## src/rtl/disp_arbiter_pkg.sv

```systemverilog
// disp_arbiter_pkg
//   Shared definitions for the string dispatch arbiter:
//   - default sizes for the number of requesters and the string length
//   - the byte constants the FSM emits or detects (CR, LF, NUL)
//   - the FSM state enum (the CRLF state exists only when DISP_CRLF_EN is defined)
//   - a width helper that keeps counters at least one bit wide
package disp_arbiter_pkg;

   localparam int NUM_REQ_DEF   = 4;
   localparam int STR_BYTES_DEF = 8;

   localparam logic [7:0] CR_BYTE  = 8'h0D;
   localparam logic [7:0] LF_BYTE  = 8'h0A;
   localparam logic [7:0] NUL_BYTE = 8'h00;

   typedef enum logic [1:0] {
      ST_IDLE = 2'd0,
      ST_SEND = 2'd1,
`ifdef DISP_CRLF_EN
      ST_CRLF = 2'd2,
`endif
      ST_DONE = 2'd3
   } disp_state_e;

   // clog2 that never returns zero, so a one-entry configuration still has a 1-bit field
   function automatic int cw(input int n);
      return (n > 1) ? $clog2(n) : 1;
   endfunction

endpackage

```

## src/rtl/disp_arbiter_rr.sv

```systemverilog
// rr_arbiter
//   Purely combinational round-robin picker. Searches the request vector upward
//   from the pointer position, wrapping at N, and returns the first requester found
//   as a one-hot vector (all zeros when nothing is requesting).
//   Ports:
//     req_i  [N-1:0]  request bits
//     ptr_i  [PW-1:0] index where the search starts (always < N)
//     gnt_o  [N-1:0]  one-hot winner
module rr_arbiter
   import disp_arbiter_pkg::*;
#(
   parameter int N  = NUM_REQ_DEF,
   parameter int PW = cw(N)
) (
   input  logic [N-1:0]  req_i,
   input  logic [PW-1:0] ptr_i,
   output logic [N-1:0]  gnt_o
);

   logic found;
   int   idx;

   always_comb begin
      gnt_o = '0;
      found = 1'b0;
      idx   = 0;
      for (int i = 0; i < N; i++) begin
         idx = int'(ptr_i) + i;
         if (idx >= N) idx = idx - N;
         if (!found && req_i[idx]) begin
            gnt_o[idx] = 1'b1;
            found      = 1'b1;
         end
      end
   end

endmodule

```

## src/rtl/disp_arbiter.sv

```systemverilog
// disp_arbiter
//   Round-robin arbiter that grants one requester at a time and streams that
//   requester's NUL-terminated string (snapshotted at grant) to a byte transmitter.
//   Optional feature: define DISP_CRLF_EN to append CR LF after every string.
//   Ports:
//     clk, rst          clock, synchronous active-high reset
//     req   [NUM_REQ]   level requests
//     str   [NUM_REQ*STR_BYTES*8] requester i string in slice i, byte 0 lowest
//     gnt   [NUM_REQ]   one-hot grant held for the whole transfer
//     done  [NUM_REQ]   one-cycle completion pulse to the granted requester
//     txValid/txData/txRdy  byte handshake to the transmitter
//     busy              high whenever the FSM is not idle
//     dbg_state         current FSM state
//   Handshake: a byte moves on every rising edge where txValid and txRdy are both
//   high; txValid/txData never change while txValid is high and txRdy is low.
module disp_arbiter
   import disp_arbiter_pkg::*;
#(
   parameter int NUM_REQ   = NUM_REQ_DEF,
   parameter int STR_BYTES = STR_BYTES_DEF
) (
   input  logic                           clk,
   input  logic                           rst,
   input  logic [NUM_REQ-1:0]             req,
   input  logic [NUM_REQ*STR_BYTES*8-1:0] str,
   output logic [NUM_REQ-1:0]             gnt,
   output logic [NUM_REQ-1:0]             done,
   output logic                           txValid,
   output logic [7:0]                     txData,
   input  logic                           txRdy,
   output logic                           busy,
   output disp_state_e                    dbg_state
);

   localparam int             PW      = cw(NUM_REQ);
   localparam int             KW      = cw(STR_BYTES);
   localparam int             SLICE_W = STR_BYTES * 8;
   localparam logic [KW-1:0]  K_LAST  = KW'(STR_BYTES - 1);

   disp_state_e        state_q;
   logic [NUM_REQ-1:0] gnt_q, done_q;
   logic               tx_valid_q;
   logic [7:0]         tx_data_q;
   logic [PW-1:0]      ptr_q, ptr_d;
   logic [KW-1:0]      k_q, k_d;
   logic [7:0]         snap_q [STR_BYTES];

   logic [NUM_REQ-1:0] win;
   logic [PW-1:0]      win_idx;
   logic [7:0]         win_byte0;
   logic [7:0]         nxt_byte;
   logic               last_xfer;

   rr_arbiter #(.N(NUM_REQ), .PW(PW)) u_rr (
      .req_i (req),
      .ptr_i (ptr_q),
      .gnt_o (win)
   );

   always_comb begin
      win_idx = '0;
      for (int i = 0; i < NUM_REQ; i++) begin
         if (win[i]) win_idx = PW'(i);
      end
   end

   assign ptr_d     = (win_idx == PW'(NUM_REQ - 1)) ? '0 : win_idx + 1'b1;
   assign win_byte0 = str[int'(win_idx) * SLICE_W +: 8];

   // k_d is only used when k_q is not the last index, so the wrap never reaches the outputs
   assign k_d       = (k_q == K_LAST) ? '0 : k_q + 1'b1;
   assign nxt_byte  = snap_q[k_d];
   assign last_xfer = (k_q == K_LAST) || (nxt_byte == NUL_BYTE);

   always_ff @(posedge clk) begin
      if (rst) begin
         state_q    <= ST_IDLE;
         gnt_q      <= '0;
         done_q     <= '0;
         tx_valid_q <= 1'b0;
         tx_data_q  <= NUL_BYTE;
         ptr_q      <= '0;
         k_q        <= '0;
      end else begin
         case (state_q)
            ST_IDLE: begin
               if (|req) begin
                  state_q    <= ST_SEND;
                  gnt_q      <= win;
                  ptr_q      <= ptr_d;
                  k_q        <= '0;
                  for (int b = 0; b < STR_BYTES; b++) begin
                     snap_q[b] <= str[int'(win_idx) * SLICE_W + b * 8 +: 8];
                  end
                  // A NUL first byte means an empty string: sit in SEND one cycle without valid
                  tx_data_q  <= win_byte0;
                  tx_valid_q <= (win_byte0 != NUL_BYTE);
               end
            end

            ST_SEND: begin
               if (!tx_valid_q || (txRdy && last_xfer)) begin
                  k_q <= '0;
`ifdef DISP_CRLF_EN
                  state_q    <= ST_CRLF;
                  tx_valid_q <= 1'b1;
                  tx_data_q  <= CR_BYTE;
`else
                  state_q    <= ST_DONE;
                  tx_valid_q <= 1'b0;
                  tx_data_q  <= NUL_BYTE;
                  done_q     <= gnt_q;
`endif
               end else if (txRdy) begin
                  k_q       <= k_d;
                  tx_data_q <= nxt_byte;
               end
            end

`ifdef DISP_CRLF_EN
            ST_CRLF: begin
               if (txRdy) begin
                  if (tx_data_q == CR_BYTE) begin
                     tx_data_q <= LF_BYTE;
                  end else begin
                     state_q    <= ST_DONE;
                     tx_valid_q <= 1'b0;
                     tx_data_q  <= NUL_BYTE;
                     done_q     <= gnt_q;
                  end
               end
            end
`endif

            ST_DONE: begin
               state_q <= ST_IDLE;
               gnt_q   <= '0;
               done_q  <= '0;
            end

            default: begin
               state_q    <= ST_IDLE;
               gnt_q      <= '0;
               done_q     <= '0;
               tx_valid_q <= 1'b0;
               tx_data_q  <= NUL_BYTE;
            end
         endcase
      end
   end

   assign gnt       = gnt_q;
   assign done      = done_q;
   assign txValid   = tx_valid_q;
   assign txData    = tx_data_q;
   assign busy      = (state_q != ST_IDLE);
   assign dbg_state = state_q;

endmodule

```

## config.mk

```make
export PLATFORM = sky130hd
export DESIGN_NAME = disp_arbiter
export DESIGN_NICKNAME = d
export VERILOG_FILES = /design/src/rtl/disp_arbiter_pkg.sv /design/src/rtl/disp_arbiter_rr.sv /design/src/rtl/disp_arbiter.sv
export SDC_FILE = /design/constraint.sdc
export NUM_CORES = 1
export LEC_CHECK = 0
export CELL_PAD_IN_SITES_DETAIL_PLACEMENT = 2
export CELL_PAD_IN_SITES_GLOBAL_PLACEMENT = 2
export CORE_MARGIN = 1.5
export CORE_UTILIZATION = 25
export DETAILED_ROUTE_END_ITERATION = 16
export HOLD_SLACK_MARGIN = 0.12
export PLACE_DENSITY_LB_ADDON = 0.1
export SETUP_SLACK_MARGIN = 0.3
export SLEW_MARGIN = 20
export SYNTH_ARGS = -nofsm -noshare
export SYNTH_HDL_FRONTEND = slang
export SYNTH_SLANG_ARGS = --single-unit
export TNS_END_PERCENT = 10
```

## constraint.sdc

```tcl
create_clock -name clk -period 9 [get_ports clk]
set_input_delay 0.9 -clock clk [delete_from_list [all_inputs] [get_ports clk]]
set_output_delay 0.9 -clock clk [all_outputs]
set_load 0.005 [all_outputs]
```

Word-level counts from Yosys, hierarchy flattened
Memories as Yosys holds them, arrays and structs flattened.
Cells that the tools add are included.
{ "word_totals": {"n_memories": 1, "ram_bits": 64, "in_bits": 263, "output_inout_bits": 20, "regBits": 24} }
{ "classes": {"n_lt_le_gt_ge": 12, "n_reduce_logical": 27, "n_shift": 8, "bitwise": 6, "n_eq_ne": 7, "addsub": 16, "mux": 58} }
{ "memory_table": {"columns": ["name", "depth", "width", "rd", "rd_clocked_by_memory_dff", "write_ports", "line", "rtl"], "rows": [
  ["snap_q", 8, 8, 1, 0, 8, "disp_arbiter.sv:46", "logic [7:0] snap_q [STR_BYTES];"]
]} }
{ "ops": {"columns": ["operator", "n"], "rows": [
  ["256-bit by 10-bit variable part select with 8-bit output", 7],
  ["256-bit by 9-bit variable part select with 8-bit output", 1],
  ["32-bit by 1-bit greater-or-equal comparator with 1-bit output, second input constant", 4],
  ["32-bit by 4-bit less-than comparator with 1-bit output, second input constant", 4],
  ["32-bit 2-to-1 mux", 4],
  ["32-bit by 4-bit greater-or-equal comparator with 1-bit output, second input constant", 3],
  ["32-bit by 4-bit subtractor with 32-bit output, second input constant", 3],
  ["8-bit by 6-bit adder with 9-bit output, second input constant", 4],
  ["4-bit 2-to-1 mux", 6],
  ["8-bit 2-to-1 mux", 3],
  ["8-bit case mux with 3 select lines", 1],
  ["1-bit 2-to-1 mux", 22],
  ["8-bit by 5-bit adder with 9-bit output, second input constant", 2],
  ["4-bit case mux with 2 select lines", 2],
  ["3-bit 2-to-1 mux", 4],
  ["4-bit OR", 3],
  ["2-bit 2-to-1 mux", 5],
  ["8-bit by 4-bit adder with 9-bit output, second input constant", 1],
  ["3-bit AND reduction", 3],
  ["1-bit binary-select mux with 2-bit select", 4],
  ["1-bit demux with 2-bit select", 4],
  ["1-bit logical AND", 8],
  ["8-bit logical NOT", 1],
  ["2-bit AND reduction", 4],
  ["21 further kinds", 31]
]} }

Logic depth before layout (Yosys ltp)
{ "depth": {"ltp_word": 22, "ltp_mapped": 13, "mapped_depth_nobuf": 10} }

By module
Synthesis repeated with hierarchy kept, for this count alone.
{ "hier_totals": {"hier_cells": 655, "hier_area_um2": 5968.2} }
{ "by_module_without_submodules": {"columns": ["module", "area_per_inst_um2", "n_inst", "cells_each", "seq_area_each_um2"], "rows": [
  ["disp_arbiter", 5610.4, 1, 617, 2402.3],
  ["rr_arbiter", 357.8, 1, 38, 0.0]
]} }

Worst setup path before layout
OpenSTA, ideal clock, no wires.
{ "synth_path": {"path_type": "input to register", "startpoint": "input req[1]", "endpoint": "register tx_data_q[1], in the netlist txData[1]", "path_buffers": 1, "arrival_time_ns": 3.607, "stages": 6, "setup_time_ns": 0.075, "required_time_ns": 8.925, "setup_slack_ns": 5.318, "cell_sequence": "or4_1 nand2_1 nor2_1 clkbuf_1 a22oi_1 o21ai_0"} }
{ "synth_via": {"elab_chain_cells": 19, "elab_cells_between_ends": 37, "classes_between": "eq/ne: 1; shift: 1; mux: 24; bitwise: 3; reduce/logical: 8"} }
{ "synth_rtl": {"columns": ["element", "line", "rtl"], "rows": [
  ["start, declared", "disp_arbiter.sv:24", "input logic [NUM_REQ-1:0] req,"],
  ["1-bit binary-select mux with 2-bit select", "disp_arbiter_rr.sv:30", "if (!found && req_i[idx]) begin"],
  ["1-bit 2-to-1 mux (not written as such) (2 in series)", "disp_arbiter_rr.sv:30", null],
  ["1-bit 2-to-1 mux", "disp_arbiter_rr.sv:30", null],
  ["1-bit logical NOT", "disp_arbiter_rr.sv:30", null],
  ["1-bit logical AND", "disp_arbiter_rr.sv:30", null],
  ["1-bit 2-to-1 mux", "disp_arbiter_rr.sv:30", null],
  ["1-bit logical NOT", "disp_arbiter_rr.sv:30", null],
  ["1-bit logical AND", "disp_arbiter_rr.sv:30", null],
  ["1-bit 2-to-1 mux", "disp_arbiter_rr.sv:30", null],
  ["1-bit logical NOT", "disp_arbiter_rr.sv:30", null],
  ["1-bit logical AND", "disp_arbiter_rr.sv:30", null],
  ["4-bit 2-to-1 mux", "disp_arbiter_rr.sv:30", null],
  ["1-bit 2-to-1 mux", "disp_arbiter.sv:63", "if (win[i]) win_idx = PW'(i);"],
  ["2-bit 2-to-1 mux (2 in series)", "disp_arbiter.sv:63", null],
  ["256-bit by 9-bit variable part select with 8-bit output", "disp_arbiter.sv:68", "assign win_byte0 = str[int'(win_idx) * SLICE_W +: 8];"],
  ["8-bit 2-to-1 mux", "disp_arbiter.sv:87", "if (|req) begin"],
  ["8-bit case mux with 3 select lines", "disp_arbiter.sv:85", "case (state_q)"],
  ["end signal, assigned", "disp_arbiter.sv:96", "tx_data_q <= win_byte0;"],
  ["end signal, assigned", "disp_arbiter.sv:116", "tx_data_q <= nxt_byte;"],
  ["end, declared", "disp_arbiter.sv:43", "logic [7:0] tx_data_q;"]
]} }
Parallel ways exist; a longest one is shown, timed or not. The select of a mux whose other input is x is not followed.
A chain may end at the register's enable or synchronous reset.

Final worst setup path
{ "layout_path": {"startpoint": "register ptr_q[0]", "endpoint": "register tx_valid_q, in the netlist txValid"} }
{ "layout_via": {"elab_chain_cells": 22, "elab_cells_between_ends": 70, "classes_between": "add/sub: 7; order compare: 12; shift: 1; mux: 36; bitwise: 3; reduce/logical: 11"} }
{ "layout_rtl": {"columns": ["element", "line", "rtl"], "rows": [
  ["start, declared", "disp_arbiter.sv:44", "logic [PW-1:0] ptr_q, ptr_d;"],
  ["start signal, assigned", "disp_arbiter.sv:90", "ptr_q <= ptr_d;"],
  ["parallel branches: the longest is 14 deep, another holds 32-bit by 4-bit subtractor with 32-bit output", null, null],
  ["4-bit 2-to-1 mux *", "disp_arbiter_rr.sv:30", null],
  ["1-bit 2-to-1 mux", "disp_arbiter.sv:63", null],
  ["2-bit 2-to-1 mux", "disp_arbiter.sv:63", null],
  ["2-bit 2-to-1 mux *", "disp_arbiter.sv:63", null],
  ["256-bit by 9-bit variable part select with 8-bit output *", "disp_arbiter.sv:68", null],
  ["via win_byte0[1]", "disp_arbiter.sv:50", "logic [7:0] win_byte0;"],
  ["8-bit nonzero test *", "disp_arbiter.sv:97", "tx_valid_q <= (win_byte0 != NUL_BYTE);"],
  ["1-bit 2-to-1 mux *", "disp_arbiter.sv:87", null],
  ["1-bit case mux with 3 select lines *", "disp_arbiter.sv:85", null],
  ["end signal, assigned", "disp_arbiter.sv:97", null],
  ["end, declared", "disp_arbiter.sv:42", "logic tx_valid_q;"]
]} }
Mark *: on every way through the listed nets, which the timed path passes. The select of a mux whose other input is x is not followed.

==> metrics <==
FF+latch area=between 2000 and 2500 um^2; initial antenna violation count=0; Final Instance Count excl. Fillers=roughly 1300; CTS Hold Buffers Added=0; final hold vios=0; FP Rows=57; diode count=0; largest net degree at the start of global routing=134; Synth Register Bits=88; CTS tree=done; synth-to-layout area growth=53.7%; DRT iter0 DRCs=198; PortBufs=~280; Root Driver=clkbuf_16; multi-input gate area in the final layout=between 3000 and 4000 um^2; worst-skew pair later-pin latency=0.34 ns; vias in the first global route=6938; Max-slew headroom=around 30%; clk buf depth=2; total track usage=between 10% and 20%; Max-cap violations=0; Buf/Inv on CP=2; CTS Buf Count=9; CP max stage delay=between 0.6 and 0.7 ns; WS Path Type=flip-flop to flip-flop; CP Cell Sequence=inv_1 > ha_1 > or3b_1 > a2111oi_2 > a21o_2 > a221o_4 > buf_4 > nand2b_1 > o221ai_1 > o31ai_1 > nand3_1; Fmax achieved=0.228 GHz; RSZ-0062 raised after global routing=no; clock slew at reported path FFs=~0.070 ns; Final ANT Viol Nets=0; Synth Flop Type=edfxtp_1; DIE AREA=roughly 26000 um^2; Peak supply drop=approximately 0.00022 V; async set-reset flop share out of synthesis=0%; post-placement cell count=~1300; Worst path slowest cell=buf_4; CTS resizes=0; post-synthesis cell count=approximately 700; Unique masters post-synth=56; Hold Crit Class=flip-flop to flip-flop; max-slew violation count=0; share of layout cells above drive strength 1=roughly 4%; CP endpoint kind=flip-flop; area share of the largest cell type after synthesis=between 30 and 40%; worst path arrival time=approximately 4.6 ns; H-tree lvl count=3; Yosys top cell by area=edfxtp_1; yosys warns=0; leakage=3.37 nW; setup TNS=0 ns; DRC=0; vias per cell=~5; final WL=23200 um; Post-synth EDFFs=64; Tightest Pin Transition=1.05 ns; io pins=between 200 and 300; final setup vio count=0; grt ovf=0; synthesized area=between 6000 and 7000 um^2; status=finished clean; Top delay family on crit path=compound AO/OA/AOI/OAI gates; Pre-antenna DRT Iters=6; Worst EP required=9.22 ns; DR WL/cell=about 18 um; Cell Pwr Density=about 260 nW/um^2; top cells by area, synth=edfxtp_1 (31%), mux2i_1 (13%), nand2_1 (8.0%), dfxtp_1 (7.8%), o21ai_1 (7.7%); Worst Skew=0.00903 ns; startpoint types=flip-flop; Core ar.=roughly 24000 um^2; sequential share of the synthesized area=39.1%; fill count=2669; Hold Slack=approximately 0.48 ns; DP HPWL=~18000 um; Mapped Nets=between 900 and 1000; nets=1211; CTS Sinks=approximately 90; Tot Pwr=roughly 0.0025 W; crit path max fanout=72; Final Critical Period=4.40 ns; post-synthesis average cell area=8.86 um^2; final critical-path share of the clock period=approximately 49%; Vias=6260; postcts setup bufs=0; GPL Wtd Cong=approximately 0.83; Die Span X=160 um; Chip Height=around 160 um; Initial Utilization=25.3%; first-pass GRT wire length=between 30000 and 40000 um
flip-flops by register name, summed over array words and instances (netlist names):
name and flops:
dbg_state 2, done 4, gnt 4, k_q 3, ptr_q 2, snap_q 64, txData 8, txValid 1
kinds of logic after synthesis:
family	after synthesis	synth area share, %
fa+ha+maj	8	1.63
mux	86	14.7
buf+inv	68	5.70
flops	88	39.1
compound gates	211	21.8
simple gates	232	17.1
synthesized netlist by cell type (all sizes together), types with 2 or more instances:
cell,n
nand2,131
o21ai,126
mux2i,80
edfxtp,64
buf,31
nor2,25
dfxtp,24
clkbuf,21
nor3,20
a211oi,17
inv,16
a21oi,15
nand2b,11
a221oi,10
ha,8
nor2b,8
nand3,7
o32ai,6
and2,5
nor4,5
o211ai,5
or2,5
a21o,4
a221o,4
a22oi,4
a32o,4
or3,4
mux2,3
mux4,3
nand3b,3
o221ai,3
a2111oi,2
a211o,2
a22o,2
a311oi,2
and3,2
or4,2
routing by layer:
metal  up-vias  part of all wire [%]  GRT usage, %  routed length (um)
met4         0                   2.4          6.22                 565
met1      2995                    42          21.2                9710
met2       179                    51          32.8               11800
met5         -                     0             0                   0
met3        34                   4.9          3.77                1150
li1       3052                     -             -                   -
worst paths after layout:
| path | slack, ns | endpoint | start | depth (start not counted) |
|---|---|---|---|---|
| worst max register to register | 4.60 | txValid$_SDFFE_PP0P_ | ptr_q[0]$_SDFFE_PP0P_ | 11 |
| worst min register to register | 0.48 | k_q[1]$_SDFFE_PP0P_ | k_q[1]$_SDFFE_PP0P_ | 2 |
| worst max-delay path | 4.60 | txValid$_SDFFE_PP0P_ | ptr_q[0]$_SDFFE_PP0P_ | 11 |
| worst min-delay path | 0.48 | k_q[1]$_SDFFE_PP0P_ | k_q[1]$_SDFFE_PP0P_ | 2 |
layout make-up:
cell class	count	share of cell area, %
multi-input combinational	537	36.2
clock inverter	4	0.212
timing repair buffer	288	30.6
tap	324	4.29
sequential	88	25.5
inverter	16	0.636
clock buffer	12	2.61
placed cells by master (no fill, tap or decap), drive strengths merged, types with 3 or more instances in the layout:
cell             n
a211oi          17
a21o             4
a21oi           15
a221o            4
a221oi          10
a22oi            4
a32o             4
and2             5
buf              6
clkbuf          12
clkdlybuf4s50  282
clkinv           4
dfxtp           24
edfxtp          64
ha               8
inv             16
mux2             3
mux2i           80
mux4             3
nand2          131
nand2b          11
nand3            7
nand3b           3
nor2            25
nor2b            8
nor3            20
nor4             5
o211ai           5
o21ai          126
o221ai           3
o32ai            6
or2              5
or3              4
worst min-delay path, cell delays in order (launching register included):
cell and delay [ns]:
dfxtp_1 0.32, nand2_1 0.06, a21oi_1 0.06
stage by stage:
step	setup WS, ns	cell area (um^2)	util (%)
after global routing	4.27	9440	38.9
after floorplan	5.32	6140	-
after CTS	4.54	9410	38.8
final	4.60	9440	38.9
after detailed placement	4.21	9140	37.7
after global placement	4.51	9140	37.7
report_power, final:
| part | leakage (nW) | internal [W] | switching [W] |
|---|---|---|---|
| clock | 0.136 | 0.000193 | 0.000151 |
| sequential | 0.799 | 0.000644 | 0.0000704 |
| combinational | 2.43 | 0.000616 | 0.000815 |
| total | 3.37 | 0.00145 | 0.00104 |
Note: power is estimated with default switching activity, not from simulation.
